<file path="src/rtl/hc_pkg.sv">
// hc_pkg: shared elaboration helpers for the Han-Carlson adder pipeline.
//   log2ceil          - ceiling log2 of a positive integer
//   hc_levels         - number of prefix levels L = log2(WIDTH) + 1
//   hc_boundary_level - prefix levels completed before register boundary s
//   hc_boundary_stage - internal stage whose register sits after level k, or -1
package hc_pkg;

    function automatic int log2ceil(input int n);
        int r;
        r = 0;
        while ((1 << r) < n) r++;
        return r;
    endfunction

    function automatic int hc_levels(input int width);
        return log2ceil(width) + 1;
    endfunction

    // Boundary s (1..stages) closes after ceil(s*levels/stages) levels, so the
    // levels are spread as evenly as possible and boundary `stages` lands on L.
    function automatic int hc_boundary_level(input int s, input int levels, input int stages);
        return (s * levels + stages - 1) / stages;
    endfunction

    // Only boundaries 1..stages-1 are internal; the last one is the output register.
    function automatic int hc_boundary_stage(input int k, input int levels, input int stages);
        for (int unsigned s = 1; s < stages; s++) begin
            if (hc_boundary_level(int'(s), levels, stages) == k) return int'(s) - 1;
        end
        return -1;
    endfunction

endpackage

</file>
<file path="src/rtl/hc_prefix_cell.sv">
// hc_prefix_cell: (g,p) prefix combine of a high group with the adjacent low group.
//   g_hi, p_hi - generate/propagate of the more significant group
//   g_lo, p_lo - generate/propagate of the less significant group
//   g_o, p_o   - combined group; p_o is 0 for a grey cell (GREY=1)
module hc_prefix_cell #(
    parameter int GREY = 0
) (
    input  logic g_hi,
    input  logic p_hi,
    input  logic g_lo,
    input  logic p_lo,
    output logic g_o,
    output logic p_o
);

    assign g_o = g_hi | (p_hi & g_lo);

    if (GREY != 0) begin : grey_g
        logic unused_plo;
        assign p_o        = 1'b0;
        assign unused_plo = p_lo;
    end else begin : black_g
        assign p_o = p_hi & p_lo;
    end

endmodule

</file>
<file path="src/rtl/hc_adder_pipe.sv">
// hc_adder_pipe: pipelined Han-Carlson adder/subtractor with valid/ready flow control.
//   clk, rst_n           - rising-edge clock, synchronous active-low reset
//   in_valid, in_ready   - operand beat handshake
//   a, b, cin, sub       - operands; sub=1 computes a-b and ignores cin
//   out_valid, out_ready - result beat handshake
//   sum, cout, ovf       - result mod 2^WIDTH, carry out, signed overflow
module hc_adder_pipe
    import hc_pkg::*;
#(
    parameter int WIDTH  = 8,
    parameter int STAGES = 2
) (
    input  logic             clk,
    input  logic             rst_n,
    input  logic             in_valid,
    output logic             in_ready,
    input  logic [WIDTH-1:0] a,
    input  logic [WIDTH-1:0] b,
    input  logic             cin,
    input  logic             sub,
    output logic             out_valid,
    input  logic             out_ready,
    output logic [WIDTH-1:0] sum,
    output logic             cout,
    output logic             ovf
);

    localparam int LG = log2ceil(WIDTH);
    localparam int L  = hc_levels(WIDTH);

    // ---------------- flow control ----------------
    logic [STAGES-1:0] v;
    logic [STAGES-1:0] vin;
    logic [STAGES-1:0] ld;
    logic [STAGES:0]   rdy;

    always_comb begin
        rdy         = '0;
        rdy[STAGES] = out_ready;
        for (int unsigned i = 0; i < STAGES; i++) begin
            rdy[STAGES-1-i] = !v[STAGES-1-i] || rdy[STAGES-i];
        end
    end

    always_comb begin
        vin    = '0;
        vin[0] = in_valid;
        for (int unsigned i = 1; i < STAGES; i++) begin
            vin[i] = v[i-1];
        end
    end

    assign ld        = rdy[STAGES-1:0] & vin;
    assign in_ready  = rst_n & rdy[0];
    assign out_valid = v[STAGES-1];

    always_ff @(posedge clk) begin
        if (!rst_n) begin
            v <= '0;
        end else begin
            for (int unsigned i = 0; i < STAGES; i++) begin
                if (rdy[i]) v[i] <= vin[i];
            end
        end
    end

    // ---------------- pre-processing ----------------
    logic [WIDTH-1:0] bx;
    logic [WIDTH-1:0] p0;
    logic [WIDTH-1:0] g0;
    logic             c0;

    assign bx = sub ? ~b : b;
    assign c0 = sub | cin;
    assign p0 = a ^ bx;
    // Carry-in is folded into bit 0's generate, so after the tree G[i] is the
    // carry out of bit i including cin, and the final level needs no extra column.
    assign g0 = (a & bx) | {{(WIDTH-1){1'b0}}, p0[0] & c0};

    // ---------------- prefix levels ----------------
    // Levels 0..LG-1: Kogge-Stone on odd bits, span 2^k.
    // Level LG: grey cells fold each even bit onto its odd neighbour below.
    for (genvar k = 0; k < L; k++) begin : lvl
        localparam int BS = hc_boundary_stage(k + 1, L, STAGES);

        logic [WIDTH-1:0] gi, pi, p0i, go, po;
        logic [WIDTH-1:0] gq, pq, p0q;
        logic             ci, ami, bmi, cq, amq, bmq;

        if (k == 0) begin : src
            assign gi  = g0;
            assign pi  = p0;
            assign p0i = p0;
            assign ci  = c0;
            assign ami = a[WIDTH-1];
            assign bmi = bx[WIDTH-1];
        end else begin : src
            assign gi  = lvl[k-1].gq;
            assign pi  = lvl[k-1].pq;
            assign p0i = lvl[k-1].p0q;
            assign ci  = lvl[k-1].cq;
            assign ami = lvl[k-1].amq;
            assign bmi = lvl[k-1].bmq;
        end

        for (genvar i = 0; i < WIDTH; i++) begin : col
            if (k < LG && (i % 2) == 1 && i >= (1 << k)) begin : black
                hc_prefix_cell #(.GREY(0)) u_cell (
                    .g_hi(gi[i]),
                    .p_hi(pi[i]),
                    .g_lo(gi[i-(1<<k)]),
                    .p_lo(pi[i-(1<<k)]),
                    .g_o (go[i]),
                    .p_o (po[i])
                );
            end else if (k == LG && (i % 2) == 0 && i >= 2) begin : grey
                hc_prefix_cell #(.GREY(1)) u_cell (
                    .g_hi(gi[i]),
                    .p_hi(pi[i]),
                    .g_lo(gi[i-1]),
                    .p_lo(pi[i-1]),
                    .g_o (go[i]),
                    .p_o (po[i])
                );
            end else begin : pass
                assign go[i] = gi[i];
                assign po[i] = pi[i];
            end
        end

        if (BS >= 0) begin : pipe_reg
            // Datapath registers are not reset; the stage valid bit qualifies them.
            always_ff @(posedge clk) begin
                if (ld[BS]) begin
                    gq  <= go;
                    pq  <= po;
                    p0q <= p0i;
                    cq  <= ci;
                    amq <= ami;
                    bmq <= bmi;
                end
            end
        end else begin : pipe_wire
            assign gq  = go;
            assign pq  = po;
            assign p0q = p0i;
            assign cq  = ci;
            assign amq = ami;
            assign bmq = bmi;
        end
    end

    // ---------------- sum and output register ----------------
    logic [WIDTH-1:0] gf;
    logic [WIDTH-1:0] sum_d;
    logic             cout_d;
    logic             ovf_d;
    logic             unused_pfin;

    assign gf          = lvl[L-1].gq;
    assign unused_pfin = ^lvl[L-1].pq;
    assign sum_d       = lvl[L-1].p0q ^ {gf[WIDTH-2:0], lvl[L-1].cq};
    assign cout_d      = gf[WIDTH-1];
    assign ovf_d       = (lvl[L-1].amq == lvl[L-1].bmq) && (sum_d[WIDTH-1] != lvl[L-1].amq);

    always_ff @(posedge clk) begin
        if (!rst_n) begin
            sum  <= '0;
            cout <= 1'b0;
            ovf  <= 1'b0;
        end else if (ld[STAGES-1]) begin
            sum  <= sum_d;
            cout <= cout_d;
            ovf  <= ovf_d;
        end
    end

endmodule

</file>
<file path="config.mk">
export PLATFORM = sky130hd
export DESIGN_NAME = hc_adder_pipe
export DESIGN_NICKNAME = d
export VERILOG_FILES = /design/src/rtl/hc_pkg.sv /design/src/rtl/hc_prefix_cell.sv /design/src/rtl/hc_adder_pipe.sv
export SDC_FILE = /design/constraint.sdc
export NUM_CORES = 1
export LEC_CHECK = 0
export ABC_AREA = 0
export BUFFER_PORTS_ARGS = -buffer_cell sky130_fd_sc_hd__clkbuf_2
export CAP_MARGIN = 20
export CORE_MARGIN = 2
export CORE_UTILIZATION = 45
export CTS_CLUSTER_SIZE = 10
export DETAILED_ROUTE_END_ITERATION = 10
export GPL_TIMING_DRIVEN = 0
export PLACE_DENSITY = 0.68
export SYNTH_ARGS = -nofsm -noshare
export SYNTH_HDL_FRONTEND = slang
export SYNTH_HIERARCHICAL = 1
export SYNTH_SLANG_ARGS = --single-unit
export TNS_END_PERCENT = 20
</file>
<file path="constraint.sdc">
create_clock -name clk -period 3.8 [get_ports clk]
set_clock_uncertainty 0.1 [all_clocks]
set_input_delay 0.57 -clock clk [delete_from_list [all_inputs] [get_ports clk]]
set_output_delay 0.57 -clock clk [all_outputs]
set_load 0.01 [all_outputs]
</file>
==> summary.md, run 1 <==
| Metric | Value |
|---|---|
| Most frequent cells in the layout | clkbuf_2 (32), edfxtp_1 (21), a21o_1 (13), a21oi_1 (13), dfxtp_1 (12) |
| GRT Total Usage | 15.1% |
| Clock transition at path regs | ~90 ps |
| Syn Std Cell Area | 0.00147 mm² |
| Hold Buf Count CTS | 0 |
| Vias | 967 |
| Reg-to-reg endpoint | ovf$_SDFFE_PN0P_ |
| H-tree levels | 2 |
| First-pass GRT wire length | slightly below 4 mm |
| RSZ-0062 raised after global routing | false |
| Reg2reg path depth | 5 |
| Filler Cell Count | 275 |
| 1st-iter DRT viols | 44 |
| CTS resizes | 0 |
| Most common cell after layout, fill and taps aside | clkbuf_2 |
| Syn nets | approximately 140 |
| IO Count | 34 |
| Core area | around 0.0031 mm² |
| Num CTS Buffers | 5 |
| Drt drc | 0 |
| Critical Path RT | 3130 ps |
| Antenna Nets Post-Route | 0 |
| Final setup vio count | 0 |
| Min Tclk post-route | slightly above 2000 ps |
| Die height | 61.2 µm |
| Fin nets | 183 |
| Max VDD drop | 0.000273 V |
| Register area | slightly below 900 µm² |
| Largest net degree at the start of global routing | 14 |
| Worst slew pin tran | 574 ps |
| RD Place Congestion | approximately 0.72 |
| Worst skew pair latency | 320 ps |
| PD cells | 431 mW/mm² |
| Avg Synthesized Cell Area | around 13 µm² |
| Slew headroom | 61.5% |
| Cells after Synth | about 110 |
| Iteration count of the initial detailed-routing pass | 4 |
| Post-DR wirelength/cell | 12.2 µm |
| Area added between synthesis and finish | 19.7% |
| Layout cells sized above 1 | between 30 and 40% |
| Max-cap viol count | 0 |
| Slew Limit Fails | 0 |
| TritonCTS clock tree | done |
| Leakage | ~0.77 nW |
| Die X | about 61 µm |
| Worst r2r src | lvl[1].gq[1]$_DFFE_PP_ |
| Footprint of the multi-input gates | 577 µm² |
| Syn. warnings | 6 |
| Area after DPL | between 0.0015 and 0.002 mm² |
| Hold Crit Endpoint | lvl[1].amq$_DFFE_PP_ |
| Finished Cell Area | 0.00176 mm² |
| GRT Residual Overflow | 0 |
| Worst Path Max Fanout | 10 |
| Post-route clock period utilization | 53.5% |
| Peak Freq | ~490 MHz |
| Status | finished, final reports clean |
| # rows | 20 |
| Worst setup SP type | input pin |
| Detailed Route WL | 2.41 mm |
| Tot Pwr | 0.758 mW |
| Starting Density | between 40 and 50% |
| Cell depth of the worst min-delay path | 1 |
| Crit path kind | input pin to output port |
| Setup TNS Final | 0 ps |
| Final hold viol count | 0 |
| HP Start | a[7] |
| Total clock sinks | 33 |
| Flop2flop setup slack | 2060 ps |
| Post-CTS setup buffer count | 0 |
| Worst setup EP type | output port |
| Critical Path AT | 1360 ps |
| Final hold slack | 348 ps |
| Die ar. | 0.00374 mm² |
| Via-per-instance ratio | 4.91 |
| Ant diodes | 0 |
| Hpwl dp | 1.89 mm |
| Clock Tree Root | clkbuf_4 |
| Initial antenna violation count | 0 |
| CP Launch Point | rst_n |
| Buffers added on ports | 32 |
| Longest Clk Path Bufs | 2 |
| Worst hold path type | input pin to flip-flop |
| Vias in the first global route | roughly 900 |
==> metrics by stage <==
stage,utilization [%],std cells,setup WS [ps]
after floorplan,-,113,1030
after global placement,54.8,189,349
after detailed placement,55.4,190,1630
after CTS,57.2,197,1770
after global routing,57.2,197,1660
final,57.2,197,1770
==> power breakdown <==
group / internal (mW) / switching [mW] / total, mW / leakage [nW]
Clock: 0.0872 / 0.105 / 0.192 / 0.0314
Sequential: 0.420 / 0.0157 / 0.436 / 0.306
Combinational: 0.0650 / 0.0641 / 0.129 / 0.435
Total: 0.573 / 0.185 / 0.758 / 0.773
==> cell type report <==
| cell class | instances | share of cell area [%] |
|---|---|---|
| multi-input combinational | 74 | 32.8 |
| buffer | 4 | 1.07 |
| tap | 44 | 3.13 |
| timing repair buffer | 33 | 9.96 |
| inverter | 2 | 0.427 |
| sequential | 33 | 49.5 |
| clock buffer | 7 | 3.13 |
==> worst max-delay path by stage <==
stage / to / slack, ps / cells past startpoint
floorplan: lvl[1].amq$_DFFE_PP_ / 1030 / 2
global placement: lvl[1].amq$_DFFE_PP_ / 350 / 3
detailed placement: lvl[1].gq[3]$_DFFE_PP_ / 1630 / 6
CTS: in_ready / 1770 / 5
global route: in_ready / 1660 / 5
finish: in_ready / 1770 / 5
==> critical path, cell delays in order <==
cell	delay (ps)
clkbuf_2	80
inv_1	120
clkbuf_1	360
a21oi_1	80
clkbuf_2	140
==> state kept, by name, indices dropped and copies added, names as in the netlist <==
name,flops
lvl.gq,8
sum,8
ovf,1
lvl.cq,1
lvl.p0q,4
cout,1
lvl.bmq,1
lvl.amq,1
v,2
lvl.pq,6
==> metal layers <==
layer	part of all wire, %	wire length, µm	up-vias	global-route usage, %
met1	42	1020	443	16.5
met3	6.5	157	3	6.30
met5	0	0	-	0
met2	50	1210	28	26.1
li1	-	-	493	-
met4	1.2	28	0	5.59
No activity file was read; power rests on OpenSTA's default activity.
==> run 2: changes to the inputs <==
- clock period: 3.8 -> 1.93 ns (I/O delays scaled with it)
==> run 2 against run 1 <==
  * Cell count shrank 0.51%
  * Die area is the same
  * Cell area shrank 0.43%
  * Clock-buffer cell count is the same
  * Total power grew 97%
  * Hold slack lost 300 ps
  * Routed wire length grew 4.0%
  * Setup slack lost 1600 ps
  * Sequential power grew 97%
  * Register-to-register slack lost 1900 ps
  * Critical path type is now flip-flop to output port
  * Largest cell class unchanged
  * Largest power group unchanged
==> summary.md, run 2 (synthesis gave the netlist of run 1 again) <==
| Metric | Value |
|---|---|
| Status | finished, final reports clean |
| CP Buf/Inv Count | 1 |
| Buffers added on ports | 32 |
| Worst skew pair latency | 340 ps |
| Filler Cell Count | 274 |
| # rows | 20 |
| Fin nets | 182 |
| Slew Limit Fails | 0 |
| Hpwl dp | about 1.9 mm |
| CP Cell Sequence | nor2b_1 > a21oi_1 > clkbuf_2 |
| Ant diodes | 0 |
| Clock transition at path regs | roughly 90 ps |
| Comb pwr share | 16.9% |
| Via-per-instance ratio | 4.96 |
| Clock Tree Root | clkbuf_4 |
| Worst slew pin tran | 687 ps |
| Starting Density | between 40% and 50% |
| Worst Path Max Fanout | 5 |
| Worst setup EP type | output port |
| Top delay family on crit path | simple AND/OR/NAND/NOR gates |
| Die X | roughly 61 µm |
| Detailed Route WL | around 2.5 mm |
| Most frequent cells in the layout | clkbuf_2 (32), edfxtp_1 (21), a21o_1 (13), a21oi_1 (13), dfxtp_1 (12) |
| Critical Path RT | 1540 ps |
| Post-CTS setup buffer count | 0 |
| IO Count | 34 |
| Placed cell count | 189 |
| Iteration count of the initial detailed-routing pass | 4 |
| Crit-path max cell delay | between 400 and 500 ps |
| Slowest-stage cell, CP | nor2b_1 |
| Initial antenna violation count | 0 |
| Min Tclk post-route | 1800 ps |
| TritonCTS clock tree | done |
| Post-DR wirelength/cell | around 13 µm |
| 1st-iter DRT viols | 35 |
| Largest net degree at the start of global routing | 22 |
| GRT Residual Overflow | 0 |
| PD cells | 854 mW/mm² |
| RD Place Congestion | 0.725 |
| Critical Path AT | 1410 ps |
| Max-cap viol count | 0 |
| Antenna Nets Post-Route | 0 |
| Finished Cell Area | 0.00175 mm² |
| Layout cells sized above 1 | roughly a third |
| Seq pwr share | 57.5% |
| RSZ-0062 raised after global routing | false |
| Sw frac | about a quarter |
| Biggest regs | lvl.gq: 8 flops, sum: 8 flops, lvl.pq: 6 flops |
| Max VDD drop | 0.000327 V |
| Longest Clk Path Bufs | 2 |
| First-pass GRT wire length | 4.08 mm |
| Area added between synthesis and finish | 19.1% |
| Worst hold path type | input pin to flip-flop |
| Die ar. | 0.00374 mm² |
| H-tree levels | 2 |
| Tot Pwr | 1.50 mW |
| Drt drc | 0 |
| P_sw | ~0.37 mW |
| Vias in the first global route | 960 |
| Most common cell after layout, fill and taps aside | clkbuf_2 |
| Total clock sinks | 33 |
| Peak Freq | 554 MHz |
| Leakage | 0.770 nW |
| Core area | 0.00308 mm² |
| Final setup vio count | 0 |
| Num CTS Buffers | 5 |
| Die height | 61.2 µm |
| Vias | 972 |
| Cell internal pwr | roughly 1.1 mW |
| Non-filler cells, final | 196 |
| Area after DPL | 0.00169 mm² |
| Crit path kind | flip-flop to output port |
| Final hold viol count | 0 |
| Slew headroom | 54.1% |
| Post-route clock period utilization | 93.5% |
| GRT Total Usage | 16.1% |
| Worst setup SP type | flip-flop |
| Clock power share | 25.6% |
-- run 2: stage by stage --
| stage | utilization [%] | setup slack, ps | setup TNS (ps) | hold WS, ps |
|---|---|---|---|---|
| after floorplan | - | 215 | 0 | 288 |
| after global placement | 54.9 | 23.4 | 0 | 373 |
| after detailed placement | 54.9 | -9.38 | -178 | 384 |
| after CTS | 56.9 | 128 | 0 | 40.0 |
| after global routing | 56.9 | 26.6 | 0 | 41.2 |
| final | 56.9 | 126 | 0 | 49.3 |
-- run 2: power groups by stage --
stage                     sequential [mW]  combinational, mW  clock (mW)
after floorplan                     0.878              0.167           0
after global placement              0.874              0.243           0
after detailed placement            0.877              0.253           0
after CTS                           0.860              0.257       0.398
after global routing                0.867              0.288       0.425
final                               0.859              0.253       0.383
-- run 2: final timing paths --
kind                            cells past startpoint                   start  slack [ps]              endpoint
worst max-delay path                                3       v[1]$_SDFFE_PN0P_         130              in_ready
worst min-delay path                                1                    a[7]          50  lvl[1].amq$_DFFE_PP_
worst max register to register                      5  lvl[1].gq[1]$_DFFE_PP_         210      ovf$_SDFFE_PN0P_
worst min register to register                      2       cout$_SDFFE_PN0P_         400     cout$_SDFFE_PN0P_
-- run 2: what timing repair did --
action / 4_1_cts / 5_1_grt
resized for setup: 1 / 0
endpoints found under the setup margin: 21 / 0
hold buffers: 0 / 0
-- run 2: layout make-up --
class                   instances  area [µm²]  share of cell area (%)
plain buffers                   4        18.8                    1.07
clock buffers                   7        55.1                    3.14
inverters                       2        7.51                   0.429
multi-input cells              74         584                    33.4
flip-flops and latches         33         871                    49.7
well taps                      44        55.1                    3.14
repair buffers                 32         160                    9.14
-- run 2: layer usage --
layer  global-route usage (%)  routed length (µm)  vias up
met5                        0                   0        -
met1                     17.4                1010      447
met3                     5.25                 155        6
met4                     11.2                  65        0
met2                     26.6                1280       28
li1                         -                   -      491
